File: src/rtl/axi_pkg.sv
// Shared AXI definitions: response codes and default channel widths.
package axi_pkg;

   localparam logic [1:0] RESP_OKAY   = 2'b00;
   localparam logic [1:0] RESP_SLVERR = 2'b10;

   localparam int ADDR_WIDTH_DEF = 3;
   localparam int DATA_WIDTH_DEF = 32;
   localparam int STRB_WIDTH_DEF = 4;
   localparam int RESP_WIDTH_DEF = 2;
   localparam int LEN_WIDTH_DEF  = 8;
   localparam int SIZE_WIDTH_DEF = 3;
   localparam int BURST_WIDTH_DEF = 2;
   localparam int CACHE_WIDTH_DEF = 4;
   localparam int PROT_WIDTH_DEF  = 3;

endpackage

File: src/rtl/axi_slave_mem.sv
// Word memory with a per-word "written" flag. One synchronous write port,
// one combinational read port, so a read on the same edge as a write to the
// same word observes the previous contents.
module axi_slave_mem #(
   parameter int addr_width = 3,
   parameter int data_width = 32
) (
   input  logic                  aclk,
   input  logic                  aresetn,
   input  logic                  we_i,
   input  logic [addr_width-1:0] waddr_i,
   input  logic [data_width-1:0] wdata_i,
   input  logic [addr_width-1:0] raddr_i,
   output logic [data_width-1:0] rdata_o,
   output logic                  rwritten_o
);

   localparam int DEPTH = 2 ** addr_width;

   logic [data_width-1:0] mem_q [DEPTH];
   logic [DEPTH-1:0]      written_q;

   // Storage update: reset clears every word and flag, a write marks its word.
   always_ff @(posedge aclk or negedge aresetn) begin
      if (!aresetn) begin
         for (int i = 0; i < DEPTH; i++) begin
            mem_q[i] <= '0;
         end
         written_q <= '0;
      end else if (we_i) begin
         mem_q[waddr_i]     <= wdata_i;
         written_q[waddr_i] <= 1'b1;
      end
   end

   assign rdata_o    = mem_q[raddr_i];
   assign rwritten_o = written_q[raddr_i];

endmodule

File: src/rtl/axi_slave.sv
// Single-beat AXI4 slave in front of a small register memory.
//
// Handshake rule on every channel: a transfer happens on the rising edge where
// both valid and ready are high. The slave never retracts an asserted
// bvalid/rvalid and keeps its payload stable until the matching ready.
// awready/wready are low while their capture register is occupied;
// arready is low while read data is waiting for rready.
module axi_slave
   import axi_pkg::*;
#(
   parameter int addr_width   = ADDR_WIDTH_DEF,
   parameter int len          = LEN_WIDTH_DEF,
   parameter int size         = SIZE_WIDTH_DEF,
   parameter int burst_length = BURST_WIDTH_DEF,
   parameter int cache        = CACHE_WIDTH_DEF,
   parameter int prot         = PROT_WIDTH_DEF,
   parameter int data_width   = DATA_WIDTH_DEF,
   parameter int strb         = STRB_WIDTH_DEF,
   parameter int resp         = RESP_WIDTH_DEF
) (
   input  logic                    aclk,
   input  logic                    aresetn,
   // write address
   input  logic                    awid,
   input  logic [addr_width-1:0]   awaddr,
   input  logic [len-1:0]          awlen,
   input  logic [size-1:0]         awsize,
   input  logic [burst_length-1:0] awburst,
   input  logic                    awlock,
   input  logic [cache-1:0]        awcache,
   input  logic [prot-1:0]         awprot,
   input  logic [3:0]              awqos,
   input  logic [3:0]              awregion,
   input  logic                    awuser,
   input  logic                    awvalid,
   output logic                    awready,
   // write data
   input  logic                    wid,
   input  logic [data_width-1:0]   wdata,
   input  logic [strb-1:0]         wstrb,
   input  logic                    wlast,
   input  logic                    wuser,
   input  logic                    wvalid,
   output logic                    wready,
   // write response
   output logic                    bid,
   output logic [resp-1:0]         bresp,
   output logic                    buser,
   output logic                    bvalid,
   input  logic                    bready,
   // read address
   input  logic                    arid,
   input  logic [addr_width-1:0]   araddr,
   input  logic [len-1:0]          arlen,
   input  logic [size-1:0]         arsize,
   input  logic [burst_length-1:0] arburst,
   input  logic                    arlock,
   input  logic [cache-1:0]        arcache,
   input  logic [prot-1:0]         arprot,
   input  logic [3:0]              arqos,
   input  logic [3:0]              arregion,
   input  logic                    aruser,
   input  logic                    arvalid,
   output logic                    arready,
   // read data
   output logic                    rid,
   output logic [data_width-1:0]   rdata,
   output logic [resp-1:0]         rresp,
   output logic                    rlast,
   output logic                    ruser,
   output logic                    rvalid,
   input  logic                    rready
);

   logic                  aw_full_q, aw_full_d;
   logic                  w_full_q, w_full_d;
   logic [addr_width-1:0] awaddr_q, awaddr_d;
   logic                  awid_q, awid_d;
   logic [data_width-1:0] wdata_q, wdata_d;
   logic                  bvalid_q, bvalid_d;
   logic [resp-1:0]       bresp_q, bresp_d;
   logic                  bid_q, bid_d;
   logic                  rvalid_q, rvalid_d;
   logic                  rid_q, rid_d;
   logic                  rlast_q, rlast_d;
   logic [data_width-1:0] rdata_q, rdata_d;
   logic [resp-1:0]       rresp_q, rresp_d;

   logic                  mem_we;
   logic [data_width-1:0] mem_rdata;
   logic                  mem_rwritten;
   logic                  unused_inputs;

   // Burst, cache, protection, strobe and user sidebands have no effect here.
   assign unused_inputs = ^{awlen, awsize, awburst, awlock, awcache, awprot,
                            awqos, awregion, awuser, wid, wstrb, wlast, wuser,
                            arlen, arsize, arburst, arlock, arcache, arprot,
                            arqos, arregion, aruser};

   assign awready = !aw_full_q;
   assign wready  = !w_full_q;
   assign arready = !rvalid_q;
   assign bvalid  = bvalid_q;
   assign bresp   = bresp_q;
   assign bid     = bid_q;
   assign buser   = 1'b0;
   assign rvalid  = rvalid_q;
   assign rid     = rid_q;
   assign rlast   = rlast_q;
   assign rdata   = rdata_q;
   assign rresp   = rresp_q;
   assign ruser   = 1'b0;

   // Commit the captured write once address and data are both held and no
   // response is outstanding; the bvalid_q term stops a second commit.
   assign mem_we = aw_full_q && w_full_q && !bvalid_q;

   axi_slave_mem #(
      .addr_width (addr_width),
      .data_width (data_width)
   ) u_mem (
      .aclk       (aclk),
      .aresetn    (aresetn),
      .we_i       (mem_we),
      .waddr_i    (awaddr_q),
      .wdata_i    (wdata_q),
      .raddr_i    (araddr),
      .rdata_o    (mem_rdata),
      .rwritten_o (mem_rwritten)
   );

   // Next-state for the write capture, write response and read data registers.
   always_comb begin
      aw_full_d = aw_full_q;
      w_full_d  = w_full_q;
      awaddr_d  = awaddr_q;
      awid_d    = awid_q;
      wdata_d   = wdata_q;
      bvalid_d  = bvalid_q;
      bresp_d   = bresp_q;
      bid_d     = bid_q;
      rvalid_d  = rvalid_q;
      rid_d     = rid_q;
      rlast_d   = rlast_q;
      rdata_d   = rdata_q;
      rresp_d   = rresp_q;

      if (awvalid && !aw_full_q) begin
         aw_full_d = 1'b1;
         awaddr_d  = awaddr;
         awid_d    = awid;
      end
      if (wvalid && !w_full_q) begin
         w_full_d = 1'b1;
         wdata_d  = wdata;
      end
      if (mem_we) begin
         bvalid_d = 1'b1;
         bresp_d  = resp'(RESP_OKAY);
         bid_d    = awid_q;
      end
      if (bvalid_q && bready) begin
         bvalid_d  = 1'b0;
         aw_full_d = 1'b0;
         w_full_d  = 1'b0;
      end

      if (rvalid_q && rready) begin
         rvalid_d = 1'b0;
      end
      if (arvalid && !rvalid_q) begin
         rvalid_d = 1'b1;
         rid_d    = arid;
         rlast_d  = 1'b1;
         if (mem_rwritten) begin
            rdata_d = mem_rdata;
            rresp_d = resp'(RESP_OKAY);
         end else begin
            rdata_d = '0;
            rresp_d = resp'(RESP_SLVERR);
         end
      end
   end

   // Channel state registers; reset abandons any transaction in flight.
   always_ff @(posedge aclk or negedge aresetn) begin
      if (!aresetn) begin
         aw_full_q <= 1'b0;
         w_full_q  <= 1'b0;
         awaddr_q  <= '0;
         awid_q    <= 1'b0;
         wdata_q   <= '0;
         bvalid_q  <= 1'b0;
         bresp_q   <= '0;
         bid_q     <= 1'b0;
         rvalid_q  <= 1'b0;
         rid_q     <= 1'b0;
         rlast_q   <= 1'b0;
         rdata_q   <= '0;
         rresp_q   <= '0;
      end else begin
         aw_full_q <= aw_full_d;
         w_full_q  <= w_full_d;
         awaddr_q  <= awaddr_d;
         awid_q    <= awid_d;
         wdata_q   <= wdata_d;
         bvalid_q  <= bvalid_d;
         bresp_q   <= bresp_d;
         bid_q     <= bid_d;
         rvalid_q  <= rvalid_d;
         rid_q     <= rid_d;
         rlast_q   <= rlast_d;
         rdata_q   <= rdata_d;
         rresp_q   <= rresp_d;
      end
   end

endmodule

File: config.mk
export PLATFORM = sky130hd
export DESIGN_NAME = axi_slave
export DESIGN_NICKNAME = d
export VERILOG_FILES = /design/src/rtl/axi_pkg.sv /design/src/rtl/axi_slave_mem.sv /design/src/rtl/axi_slave.sv
export SDC_FILE = /design/constraint.sdc
export NUM_CORES = 1
export LEC_CHECK = 0
export BUFFER_PORTS_ARGS = -buffer_cell sky130_fd_sc_hd__buf_4
export CAP_MARGIN = 25
export CORE_ASPECT_RATIO = 1.25
export CORE_UTILIZATION = 58
export DETAILED_ROUTE_END_ITERATION = 10
export MAX_ROUTING_LAYER = met4
export PLACE_DENSITY = 0.8
export SETUP_SLACK_MARGIN = 0.05
export SYNTH_ARGS = -nofsm -noshare
export SYNTH_HDL_FRONTEND = slang
export SYNTH_SLANG_ARGS = --single-unit
File: constraint.sdc
create_clock -name aclk -period 4.1 [get_ports aclk]
set_input_delay 0.615 -clock aclk [delete_from_list [all_inputs] [get_ports aclk]]
set_output_delay 0.615 -clock aclk [all_outputs]
set_load 0.01 [all_outputs]
### Word-level counts from Yosys, hierarchy flattened

Index checks and enable logic that the tools add are counted.

* order comparisons: 6
* muxes and demuxes: 20
* bitwise operators: 3
* reductions and logical operators: 17

Operator list (count)
* 256-bit bitwise mux: 1
* 32-bit 2-to-1 mux: 4
* 32-bit binary-select mux with 3-bit select: 1
* 32-bit demux with 3-bit select: 1
* 1-bit 2-to-1 mux: 10
* 1-bit logical AND: 9
* 4-bit >= comparator, second input constant: 2
* 3-bit by 4-bit less-than comparator with 1-bit output, second input constant: 2
* 3-bit NOT with 4-bit output: 2
* 8-bit OR: 1
* 2-bit nonzero test: 4
* 1-bit logical NOT: 4
* 4-bit by 1-bit less-than comparator with 1-bit output, second input constant: 1
* 1-bit binary-select mux with 3-bit select: 1
* 1-bit demux with 3-bit select: 1
* 3-bit by 1-bit >= comparator with 1-bit output, second input constant: 1
* 2-bit 2-to-1 mux: 1

* register bits: 341
* input bits: 114

### Depth between registers and ports, before layout

* depth in word-level cells: 6
* depth in mapped cells: 6
* gate-level depth less buffers: 3

### By module

A second synthesis with hierarchy kept.

* cells, all modules: 930
* area total of the unflattened synthesis: 15059.4 um^2

Modules (own cells, without submodules)
* axi_slave_mem: times used 1, cells an instance 684, area an instance 11802.6 um^2
* axi_slave: times used 1, cells an instance 246, area an instance 3256.9 um^2

### Least setup slack after synthesis

Ideal clock, no wire load.

* path type: input-to-reg
* start point: input araddr[0]
* end point: register rdata_q[0] (netlist: rdata[0])
* setup time: 0.134 ns
* arrival time: 1.668 ns
* slack: 2.298 ns
* stages: 5
* buffers on the path: 2
* path through: buf_4 buf_6 mux4_2 mux2i_1 o31ai_1

* longest elaborated chain between the ends: 5
* elaborated cells on any way between the ends: 7

Ends and longest elaborated chain
* start, declared: line axi_slave.sv:53 `input logic [addr_width-1:0] araddr,`
* 3-bit NOT with 4-bit output (not written as such): line axi_slave_mem.sv:36 `assign rdata_o = mem_q[raddr_i];`
* 32-bit binary-select mux with 3-bit select: line axi_slave_mem.sv:36
* 32-bit 2-to-1 mux (not written as such) (2 in a row): line axi_slave_mem.sv:36
* 32-bit 2-to-1 mux (*): line axi_slave.sv:175 `if (mem_rwritten) begin`
* end signal, assigned: line axi_slave.sv:213 `rdata_q <= rdata_d;`
* end, declared: line axi_slave.sv:86 `logic [data_width-1:0] rdata_q, rdata_d;`

Mark *: on every way between the ends. The rest lies on a longest branch, timed or not. The select of a mux whose other input is x is not followed.
A chain may end at the register's enable or synchronous reset.

### Final worst setup path

* start point: register w_full_q
* end point: register u_mem.mem_q[5] (netlist bit)

* longest elaborated chain between the ends: 2

Ends and longest elaborated chain
* start, declared: line axi_slave.sv:76 `logic w_full_q, w_full_d;`
* start signal, assigned: line axi_slave.sv:203 `w_full_q <= w_full_d;`
* 1-bit logical AND (2 in a row): line axi_slave.sv:116 `assign mem_we = aw_full_q && w_full_q && !bvalid_q;`
* end signal, assigned by index: line axi_slave_mem.sv:31 `mem_q[waddr_i] <= wdata_i;`
* end, declared: line axi_slave_mem.sv:20 `logic [data_width-1:0] mem_q [DEPTH];`

No other way between the ends.

==> results.md <==
* Adder-cell area share of the yosys netlist at 0%
* Routability Congestion at 0.721
* Clock tree from TritonCTS: done
* Post-cts sizing count at 0
* CP Buf/Inv Count at 1
* Core Footprint at 0.0247 mm^2
* Total grt overflow at 0
* Xor/xnor cell area share of the yosys netlist at 0%
* Number of top-level pins at 160
* Power density of the placed cells at 778 mW/mm^2
* First-pass DRT Iterations at 4
* Ordered list of cells on the worst path: nand4b_4 > nor2_4 > buf_4 > mux2_2
* Biggest fanout along the worst timing path at 21
* Endpoint type of the worst setup path: register
* Global-route wire length before repair at 48.9 mm
* Share of the synthesized area in compound gates (AO/OA/AOI/OAI) at 1.92%
* Vias/cell at 5.99
* Chip Width at 145 um
* DRC Markers at 0
* Number of instances in the placed design at 1283
* Required time worst endpoint at 4480 ps
* Slack of the worst reg-to-reg path at 1800 ps
* Unrepaired setup endpoints after global routing: no
* Pleak at 7.45 nW
* Layout cell share with drive strength beyond 1 at 52.4%
* Placed instance area at 0.0156 mm^2
* Final critical path time including I/O delays and setup at 2300 ps
* Count of nets after finishing at 1103
* Pin count of the biggest net entering global routing at 128
* Number of antenna diodes at 0
* Vias after detailed routing at 8046
* Aggregate routed wire length at 29.6 mm
* Dpl hpwl at 17.0 mm
* Initial antenna violation count at 0
* Antenna violation net count after detailed routing at 0
* Worst-path clk slew at 60 ps
* Combined area of all synthesized cells at 0.0148 mm^2
* R2r worst-path depth at 4
* Final hold violations at 0
* Vertical die dimension at 180 um
* Clock Sink Count at 340
* Max VDD drop at 0.000478 V
* Result of the run: finished, final reports clean
* Root Driver: sky130_fd_sc_hd__clkbuf_16
* Total Die Area at 0.0261 mm^2
* Cell with the largest stage delay on the worst path: sky130_fd_sc_hd__nor2_4
* Bufs on Longest Clock Path at 3
* Count of endpoints failing setup in the final report at 0
* Source-to-sink clock delay at the later pin of the worst-skew pair at 510 ps
* Power consumption at 13.1 mW
* Number of standard cells after synthesis at 905
* RR Startpoint: w_full_q$_DFFE_PN0P_
* Number of standard cells in the layout, taps in and fillers out at 1343
* R2r endpoint: u_mem.mem_q[5]$_DFFE_PN0P_
* Setup Buffers After CTS at 0
* Post-route clock skew at 9.99 ps
* Seq/Total Area, Yosys at 57.6%
* Hold bufs inserted after CTS at 0
* Number of I/O port buffers at 87
* Largest incremental delay on the critical path at 670 ps
* Starting Density at 59.6%
* Warnings, synthesis at 0
* Worst Max-Slew Pin Slew at 912 ps
* Synth Register Bits at 340
* Area Overhead vs Synth at 14.1%
* Remaining max-slew budget at the tightest pin at 39.1%
* Max frequency at 0.434 GHz
* Mean post-synth cell area at 16.3 um^2
* Basic-gate share of the synthesized area counting and, or, nand and nor cells at 2.59%
* Multiplexer fraction of the synthesized cell area at 34.6%
* Iter 0 DRT Violations at 316
* Utilization after layout at 68.1%
* Number of enable-type register cells in the synthesized netlist at 0
* Via count of the first global-routing pass at 8884
* Post-Layout Inst Area at 0.0168 mm^2
* Count of cell types in the netlist at 30
* Main flop type after synthesis: sky130_fd_sc_hd__dfrtp_1
* Arr. time, crit path at 2690 ps
* Standard-cell row count at 64
* Tightest Hold Check Type: input pin to asynchronous set/reset pin
* Post-route clock period utilization at 56.2%
* Start-to-end type of the worst setup path: register to register
* Total negative slack for setup checks at 0 ps
* Startpoint types: register
* Wire length per cell after detailed routing at 22.1 um
* H-tree Lvls at 2
* Combinational family with the most area after synthesis: multiplexers
* Number of maximum-capacitance violations at 0
* Kind of cell adding the most delay to the critical path: simple AND/OR/NAND/NOR gates
* Ys async rst share at 100%
* Total global-route track usage at 25.5%
* CTS buffer count at 34
* Max-slew violation count at 0
[through the flow]
stage / hold slack [ps] / setup WS [ps]
2_1_floorplan: 319 / 2300
3_3_place_gp: 444 / 1350
3_5_place_dp: 451 / 1330
4_1_cts: 45.9 / 1790
5_1_grt: 73.2 / 1680
6_report: 36.6 / 1800
[report_power, final]
part,leakage (nW),internal [mW],switching [mW]
combinational,2.69,2.29,1.32
sequential,4.16,4.99,1.18
clock,0.596,2.09,1.25
total,7.45,9.36,3.75
[worst reg2reg max path: stages, from the launching register on]
cell and delay, ps:
sky130_fd_sc_hd__dfrtp_1 510, sky130_fd_sc_hd__nand4b_4 210, sky130_fd_sc_hd__nor2_4 670, sky130_fd_sc_hd__buf_4 410, sky130_fd_sc_hd__mux2_2 380
[routing by layer]
| metal | wire (um) | global-route usage (%) | up-vias |
|---|---|---|---|
| li1 | - | - | 3492 |
| met1 | 13100 | 34.7 | 4315 |
| met2 | 14700 | 40.2 | 189 |
| met3 | 1250 | 3.77 | 50 |
| met4 | 578 | 6.65 | 0 |
| met5 | 0 | - | - |
[worst max-delay path by stage]
stage                              start                          end  slack [ps]  cells past startpoint
global placement               araddr[1]        rdata[24]$_DFFE_PN0P_        1350                      6
CTS                 w_full_q$_DFFE_PN0P_   u_mem.mem_q[7]$_DFFE_PN0P_        1790                      4
floorplan                      araddr[0]         rdata[0]$_DFFE_PN0P_        2300                      5
detailed placement             araddr[1]        rdata[28]$_DFFE_PN0P_        1330                      6
finish              w_full_q$_DFFE_PN0P_   u_mem.mem_q[5]$_DFFE_PN0P_        1800                      4
global route        w_full_q$_DFFE_PN0P_  u_mem.mem_q[12]$_DFFE_PN0P_        1680                      4
[placed cells by master (no fill, tap or decap), types with 4 or more instances in the layout]
cell                        Yosys  layout
sky130_fd_sc_hd__buf_12         0       4
sky130_fd_sc_hd__buf_4          7     103
sky130_fd_sc_hd__bufinv_16      0       5
sky130_fd_sc_hd__clkbuf_1       8       9
sky130_fd_sc_hd__clkbuf_16      0      37
sky130_fd_sc_hd__clkbuf_8       0       7
sky130_fd_sc_hd__conb_1         1       5
sky130_fd_sc_hd__dfrtp_1      340     340
sky130_fd_sc_hd__inv_1          4       4
sky130_fd_sc_hd__mux2_1         5       5
sky130_fd_sc_hd__mux2_2       290     290
sky130_fd_sc_hd__mux2i_1       32      32
sky130_fd_sc_hd__mux4_2        65      65
sky130_fd_sc_hd__nand2_1       37      37
sky130_fd_sc_hd__nand2b_1       8       7
sky130_fd_sc_hd__o31ai_1       32      32
sky130_fd_sc_hd__or2_2          4       4
[cell usage after synthesis, types with 4 or more instances]
cell type	number	share of area, %
sky130_fd_sc_hd__buf_6	21	1.6
sky130_fd_sc_hd__clkbuf_1	8	0.20
sky130_fd_sc_hd__dfrtp_1	340	58
sky130_fd_sc_hd__or2_2	4	0.17
sky130_fd_sc_hd__nand2_1	37	0.94
sky130_fd_sc_hd__buf_2	26	0.88
sky130_fd_sc_hd__o31ai_1	32	1.6
sky130_fd_sc_hd__mux2i_1	32	2.2
sky130_fd_sc_hd__inv_1	4	0.10
sky130_fd_sc_hd__nand2b_1	8	0.34
sky130_fd_sc_hd__mux4_2	65	9.9
sky130_fd_sc_hd__mux2_2	290	22
sky130_fd_sc_hd__mux2_1	5	0.38
sky130_fd_sc_hd__buf_4	7	0.36
[state kept, by name, summed over array words and instances (netlist names)]
signal and count:
rlast 1, bvalid 1, rresp 1, w_full_q 1, aw_full_q 1, awaddr_q 3, wdata_q 32, rdata 32
rid 1, awid_q 1, rvalid 1, u_mem.mem_q 256, bid 1, u_mem.written_q 8
[layout make-up]
class                      count  area [um^2]
timing repair buffer         108          868
sequential                   340         8510
clock inverter                 7          164
clock buffer                  53         1060
inverter                       4         15.0
fill                        1693         7900
multi-input combinational    501         5820
tap                          330          413
[cells by family (layout without fill, tap and decap cells)]
family	Yosys count	in the layout
AOI/OAI and AO/OA	38	38
buffers and inverters	68	172
DFF	340	340
muxes	392	392
other	1	5
and+or+nand+nor	66	66
(Power assumes the default switching activity.)
